$ cat src/rtl/gshare_spec_predictor.sv
// gshare_spec_predictor: gshare predictor with speculative GHR, snapshot repair, init sweep and stats
module gshare_spec_predictor #(
    parameter int HIST_BITS  = 8,
    parameter int INDEX_BITS = 10,
    parameter int PC_LSB     = 2,
    parameter int CTR_BITS   = 2,
    parameter int INIT_CTR   = 1
) (
    input  logic                  clk,
    input  logic                  rst,
    output logic                  ready,
    input  logic                  predict_req,
    input  logic [31:0]           pc,
    output logic                  pred_valid,
    output logic                  pred_taken,
    output logic [CTR_BITS-1:0]   pred_ctr,
    output logic [HIST_BITS-1:0]  pred_ghr,
    input  logic                  update_valid,
    input  logic [31:0]           update_pc,
    input  logic [HIST_BITS-1:0]  update_ghr,
    input  logic                  update_taken,
    input  logic                  update_predicted,
    output logic                  mispredict,
    output logic [HIST_BITS-1:0]  ghr_out,
    output logic [31:0]           update_count,
    output logic [31:0]           mispredict_count
);
    typedef enum logic {S_INIT, S_READY} state_t;
    state_t state, state_next;
    logic [INDEX_BITS-1:0] ptr, p_idx, u_idx;
    logic [CTR_BITS-1:0] pht [2**INDEX_BITS];
    logic [CTR_BITS-1:0] p_ctr, u_ctr, u_next;
    logic [HIST_BITS-1:0] ghr, ghr_next;
    logic p_dir, accept_p, accept_u;
    logic unused_bits;
    assign unused_bits = ^{pc, update_pc};
    assign ready = state == S_READY;
    assign accept_p = ready & predict_req;
    assign accept_u = ready & update_valid;
    assign mispredict = accept_u & (update_taken != update_predicted);
    assign ghr_out = ghr;
    assign p_idx = pc[PC_LSB +: INDEX_BITS] ^ INDEX_BITS'(ghr);
    assign u_idx = update_pc[PC_LSB +: INDEX_BITS] ^ INDEX_BITS'(update_ghr);
    assign p_ctr = pht[p_idx];
    assign p_dir = p_ctr[CTR_BITS-1];
    assign u_ctr = pht[u_idx];
    always_comb begin
        state_next = (state == S_INIT && ptr == '1) ? S_READY : state;
        u_next = update_taken ? ((u_ctr == '1) ? u_ctr : u_ctr + 1'b1)
                              : ((u_ctr == '0) ? u_ctr : u_ctr - 1'b1);
        // repair from the resolved snapshot overrides this cycle's speculative shift
        ghr_next = mispredict ? {update_ghr[HIST_BITS-2:0], update_taken}
                 : accept_p   ? {ghr[HIST_BITS-2:0], p_dir} : ghr;
    end
    always_ff @(posedge clk) begin
        if (rst) begin
            state            <= S_INIT;
            ptr              <= '0;
            ghr              <= '0;
            pred_valid       <= 1'b0;
            pred_taken       <= 1'b0;
            pred_ctr         <= '0;
            pred_ghr         <= '0;
            update_count     <= '0;
            mispredict_count <= '0;
        end else begin
            state      <= state_next;
            ghr        <= ghr_next;
            pred_valid <= accept_p;
            if (state == S_INIT) ptr <= ptr + 1'b1;
            if (accept_p) begin
                pred_taken <= p_dir;
                pred_ctr   <= p_ctr;
                pred_ghr   <= ghr;
            end
            if (accept_u && update_count != '1) update_count <= update_count + 32'd1;
            if (mispredict && mispredict_count != '1) mispredict_count <= mispredict_count + 32'd1;
        end
    end
    always_ff @(posedge clk) begin
        if (state == S_INIT) pht[ptr] <= CTR_BITS'(INIT_CTR);
        else if (accept_u) pht[u_idx] <= u_next;
    end
endmodule

$ cat config.mk
export PLATFORM = sky130hd
export DESIGN_NAME = gshare_spec_predictor
export DESIGN_NICKNAME = d
export VERILOG_FILES = /design/src/rtl/gshare_spec_predictor.sv
export SDC_FILE = /design/constraint.sdc
export NUM_CORES = 2
export LEC_CHECK = 0
export ABC_AREA = 1
export BUFFER_PORTS_ARGS = -buffer_cell sky130_fd_sc_hd__clkbuf_2
export CORE_MARGIN = 2
export CORE_UTILIZATION = 40
export CTS_CLUSTER_DIAMETER = 150
export DETAILED_ROUTE_END_ITERATION = 8
export GPL_ROUTABILITY_DRIVEN = 0
export MAX_ROUTING_LAYER = met4
export PLACE_DENSITY = 0.55
export SLEW_MARGIN = 20
export SYNTH_ARGS = -nofsm -noshare
export SYNTH_HDL_FRONTEND = slang
export SYNTH_SLANG_ARGS = --single-unit
$ cat constraint.sdc
create_clock -name clk -period 42.4 [get_ports clk]
set_input_delay 8.48 -clock clk [delete_from_list [all_inputs] [get_ports clk]]
set_output_delay 8.48 -clock clk [all_outputs]
set_load 0.01 [all_outputs]
# After elaboration in Yosys (flattened, before gate mapping)
# Memory sizes are Yosys's and may differ from the RTL's.
# Cells that the tools add are included.
# totals
reg_bits,95
ramBits,2048
input_bits,78
memories,1
wordCells,44
out_inout_bits,86
# mem_list
name,depth,word_bits,rd,rd_clocked_by_memory_dff,wr,line,text
pht,1024,2,2,0,1,31,logic [CTR_BITS-1:0] pht [2**INDEX_BITS];
# classes
n_addsub,5
reduce_logical,6
bitwise_logic,6
n_mux,12
n_eq_ne,5
# op_table
operator,count
adder 32 x 1 -> 32 bit (second input constant),2
inequality test 32 bit (second input constant),2
bitwise XOR 10 x 8 -> 10 bit,2
2-to-1 mux 8 bit,2
adder 10 x 1 -> 10 bit (second input constant),1
== test 10 bit (second input constant),1
2-to-1 mux 10 bit,1
2-to-1 mux 2 bit,4
2-to-1 mux 1 bit,5
bitwise AND 1 bit,3
logical AND 1 bit,3
adder 2 x 1 -> 2 bit (second input constant),1
== test 2 bit (second input constant),1
logical NOT 2 bit,1
nonzero test 2 bit,1
OR reduction 2 bit,1
subtractor 2 x 1 -> 2 bit (second input constant),1
inequality test 1 bit,1
inverter 1 bit,1

# Depth between registers and ports, before layout
# depth
depth_word,6
depth_mapped,21
ltp_nobuf,19

# Worst setup path after synthesis
# No wires, ideal clock.
# synth_timing
kind,input to register
start,input update_ghr[0]
end,memory pht[0][1] (data pin)
arrival_time_ns,37.283
required_time_ns,36.709
path_stages,18
path_slack_ns,-0.574
n_path_buf,3
setup_time_ns,5.691
cell_sequence,inv_1 -> nand2_1 -> nand2_2 -> buf_2 -> buf_2 -> buf_2 -> o211ai_1 -> nand3_1 -> nand3_1 -> nand3_1 -> nand3_1 -> nand3_1 -> nand3_1 -> nand3_1 -> nand3_1 -> nand2_1 -> nand2_1 -> a21oi_1
# synth_via
elab_chain_cells,6
word_cells_on_any_way,10
cone_classes,add/sub (2); eq/ne (1); mux (4); bitwise (1); reduce/logical (1); memory (1)
# synth_lines
element,line,text
"start, declared",20,"input logic [HIST_BITS-1:0] update_ghr,"
bitwise XOR 10 x 8 -> 10 bit (*),43,assign u_idx = update_pc[PC_LSB +: INDEX_BITS] ^ INDEX_BITS'(update_ghr);
memory read (1024 x 2 bit) (*),-,
"subtractor 2 x 1 -> 2 bit, or another cell as far along",50,: ((u_ctr == '0) ? u_ctr : u_ctr - 1'b1);
"2-to-1 mux 2 bit, on equally long branches","50, 49",
2-to-1 mux 2 bit (*),49,u_next = update_taken ? ((u_ctr == '1) ? u_ctr : u_ctr + 1'b1)
2-to-1 mux 2 bit (no source line) (*),-,
"end, declared",31,
# Mark *: on every way between the ends. The rest lies on a longest branch, timed or not.

# Final worst setup path
# layout_timing
start,input update_ghr[0]
end,memory pht[125][1] (data pin)
# The elaborated chain is that of the path after synthesis.

==> results.json <==
{
  "outcome": "finished, final reports clean",
  "syn_area_sq_mm": 0.115,
  "timing.fmax_mhz": 56.6,
  "path_class": "primary input to flop",
  "final_area_sq_mm": 0.125,
  "path_clk_slew_ns": 0.06,
  "clock_sinks": 2142,
  "cpPeakStageDelay_ns": 0.97,
  "htreeDepth": 4,
  "ys_seq_area_share_pct": 55.3,
  "synthDominantCellAreaShare_pct": 53.6,
  "dieHeight_um": 539,
  "die-area_sq_mm": 0.291,
  "worstMarginPinSlew_ns": 1.19,
  "fillers": 27500,
  "nets": 13300,
  "p_leak_uw": 0.0475,
  "slew_headroom_pct": 20.5,
  "async_flop_share_pct": 0,
  "cts_tree": "yes",
  "synth_area_leaders": "edfxtp_1 (54%), nand3_1 (12%), nand2_1 (12%), nor2_1 (4.8%), o211ai_1 (3.9%)",
  "synth_top_area_cell": "edfxtp_1",
  "core_sq_mm": 0.285,
  "required_ns": 42.96,
  "dr.pass1.iters": 7,
  "hold_buffers": 0,
  "yosysWarnings": 0,
  "crit_start": "update_ghr[0]",
  "arrival_ns": 18.23,
  "r2r_start": "ghr_out[0]",
  "grt_pass1_wl_um": 632000,
  "ys_ff_latch": 2142,
  "powerDensity_mw_per_mm2": 39.1,
  "overflow": 0,
  "slew_violations": 0,
  "ir_worst_vdd_uv": 36.0,
  "drv_cap": 0,
  "cts_resized": 0,
  "hold_path.class": "flop to flop",
  "cts_setup_buffers": 0,
  "io_buffer_count": 119,
  "postRouteAntennaNets": 0,
  "start_util_pct": 40.2,
  "path_cells": "clkbuf_2 -> inv_1 -> nand2_1 -> nand2_8 -> buf_12 -> buf_4 -> buf_4 -> buf_4 -> o21ai_0 -> o211ai_1 -> nand3_1 -> nand3_1 -> nand3_1 -> nand3_1 -> nand3_1 -> nand3_1 -> nand3_1 -> nand2_1 -> nand2_1 -> a21oi_4 -> buf_12 -> buf_4 -> buf_4",
  "ys_types": 44,
  "antenna_found_initial": 28,
  "cts_root_buffer": "clkbuf_16",
  "yosysMostFrequentCell": "nand2_1",
  "ys.flop_type": "edfxtp_1",
  "synth_cells": 13700,
  "io_pins": 164,
  "worstSetupStartpointType": "primary input",
  "rows": 196,
  "syn_nets": 13800,
  "grt_usage_pct": 29.7,
  "setup_viol": 0,
  "critPathCaptureType": "flop",
  "path_delay_family": "buffers and inverters",
  "fin_crit_ns": 17.68,
  "rsz0062_at_grt": "false",
  "hold_start": "pred_ghr[2]",
  "detailed_place_hpwl_um": 229000,
  "clk_latency_ns": 0.93,
  "grt_max_degree": 219,
  "route.detailed.drc": 0,
  "postPlaceCellArea_sq_mm": 0.118,
  "hold_viol": 0,
  "cts_max_path_buffers": 4,
  "finalClockSkew_ns": 0.0739,
  "synth_edf_count": 2048,
  "numCtsBuffers": 237,
  "die_w_um": 539,
  "crit_buf_inv": 9,
  "synth_commonest_cells": "nand2_1 (3696), nand3_1 (2832), edfxtp_1 (2048), nor2_1 (1467), inv_1 (1092)",
  "post_drt_wl_per_cell_um": 25.3,
  "slowest_stage": "buf_4",
  "drt_iter0_markers": 13600,
  "vias": 102000,
  "routed_wl_um": 434000,
  "drive_above_1_share_pct": 6.35,
  "viasPerCell": 5.93,
  "cp_common_cell": "nand3_1",
  "syn_to_final_growth_pct": 9.25,
  "post-route-util_pct": 43.9,
  "grt_pass1_vias": 98700,
  "tns_ns": 0,
  "worstPathMaxFanout": 204,
  "synth_area_per_cell_sq_um": 8.36,
  "min_period_over_period_pct": 41.7
}
cells in the final DEF, fill, tap and decap left out, drive strengths merged:
master | netlist | layout
o22ai | 50 | 50
buf | 584 | 216
nand4 | 13 | 13
a21oi | 80 | 80
xnor2 | 16 | 16
ha | 3 | 3
xor2 | 4 | 4
inv | 1098 | 1100
or4 | 1 | 1
nor3b | 7 | 7
a311oi | 7 | 7
edfxtp | 2048 | 2048
o21a | 4 | 4
bufinv | 0 | 20
nor2 | 1472 | 1472
dfxtp | 94 | 94
nand3b | 1 | 1
a211oi | 5 | 5
clkinvlp | 0 | 13
nor4 | 16 | 16
o21ai | 427 | 427
clkbuf | 512 | 404
o221ai | 2 | 2
or2 | 95 | 95
o211ai | 597 | 597
a21o | 10 | 10
nand3 | 2832 | 2832
and3 | 1 | 1
a31oi | 3 | 3
o211a | 1 | 1
clkinv | 2 | 115
nor3 | 40 | 40
diode | 0 | 7
nand2 | 3701 | 3701
cells by family after synthesis:
logic type                 Yosys count  synth area share, %
buffers and inverters             2196                 7.66
adders and majority gates            3               0.0327
DFF                               2142                 55.3
xor gates and xnor gates            20                0.159
AOI/OAI and AO/OA                 1186                 6.61
and+or+nand+nor                   8179                 30.3
cell type report:
type                       count  area, sq um  area share [%]
antenna                        7         17.5          0.0140
inverter                    1100         4170            3.33
multi-input combinational   9388        43000            34.3
tap                         3762         4710            3.76
clock inverter               148         1250           0.996
clock buffer                 285         6220            4.97
timing repair buffer         335         2570            2.05
sequential                  2142        63400            50.6
per-layer routing:
metal	part of all wire, %	up-vias	track usage [%]
li1	-	45300	-
met1	39	49000	38.0
met2	44	6350	45.4
met3	12	1170	6.04
met4	4.9	0	13.7
met5	0	-	-
worst paths after layout:
kind,endpoint,slack [ns],cells after the start
max,pht[125][1],24.72,23
min reg2reg,pred_ghr[2],0.47,2
max reg2reg,pred_ctr[0],35.70,18
min,pred_ghr[2],0.47,2
worst min-delay path, stage by stage (launching register included):
cell	delay [ns]
dfxtp_1	0.31
nand2_1	0.06
a21oi_1	0.05
flip-flops by register name, summed over array words and instances (netlist names):
name / count
pred_taken: 1
pht: 2048
pred_valid: 1
update_count: 32
ready: 1
mispredict_count: 32
ghr_out: 8
pred_ghr: 8
pred_ctr: 1
ptr: 10
where the power goes:
part	switching [uW]	internal, uW	leakage (uW)
Combinational	444	147	0.0214
Sequential	0.400	2280	0.0225
Clock	873	1160	0.00365
per-stage QoR:
step / hold WS [ns] / worst slack [ns] / total power, uW / instances
6_report: 0.470 / 24.72 / 4900 / 17200
5_1_grt: 0.498 / 24.41 / 5040 / 17200
4_1_cts: 0.467 / 24.67 / 4910 / 17200
3_5_place_dp: 0.458 / 23.72 / 2900 / 16700
3_3_place_gp: 0.453 / 23.86 / 2890 / 16700
2_1_floorplan: 0.439 / 12.92 / 2680 / 13700
Power figures use the tool's default switching activity.
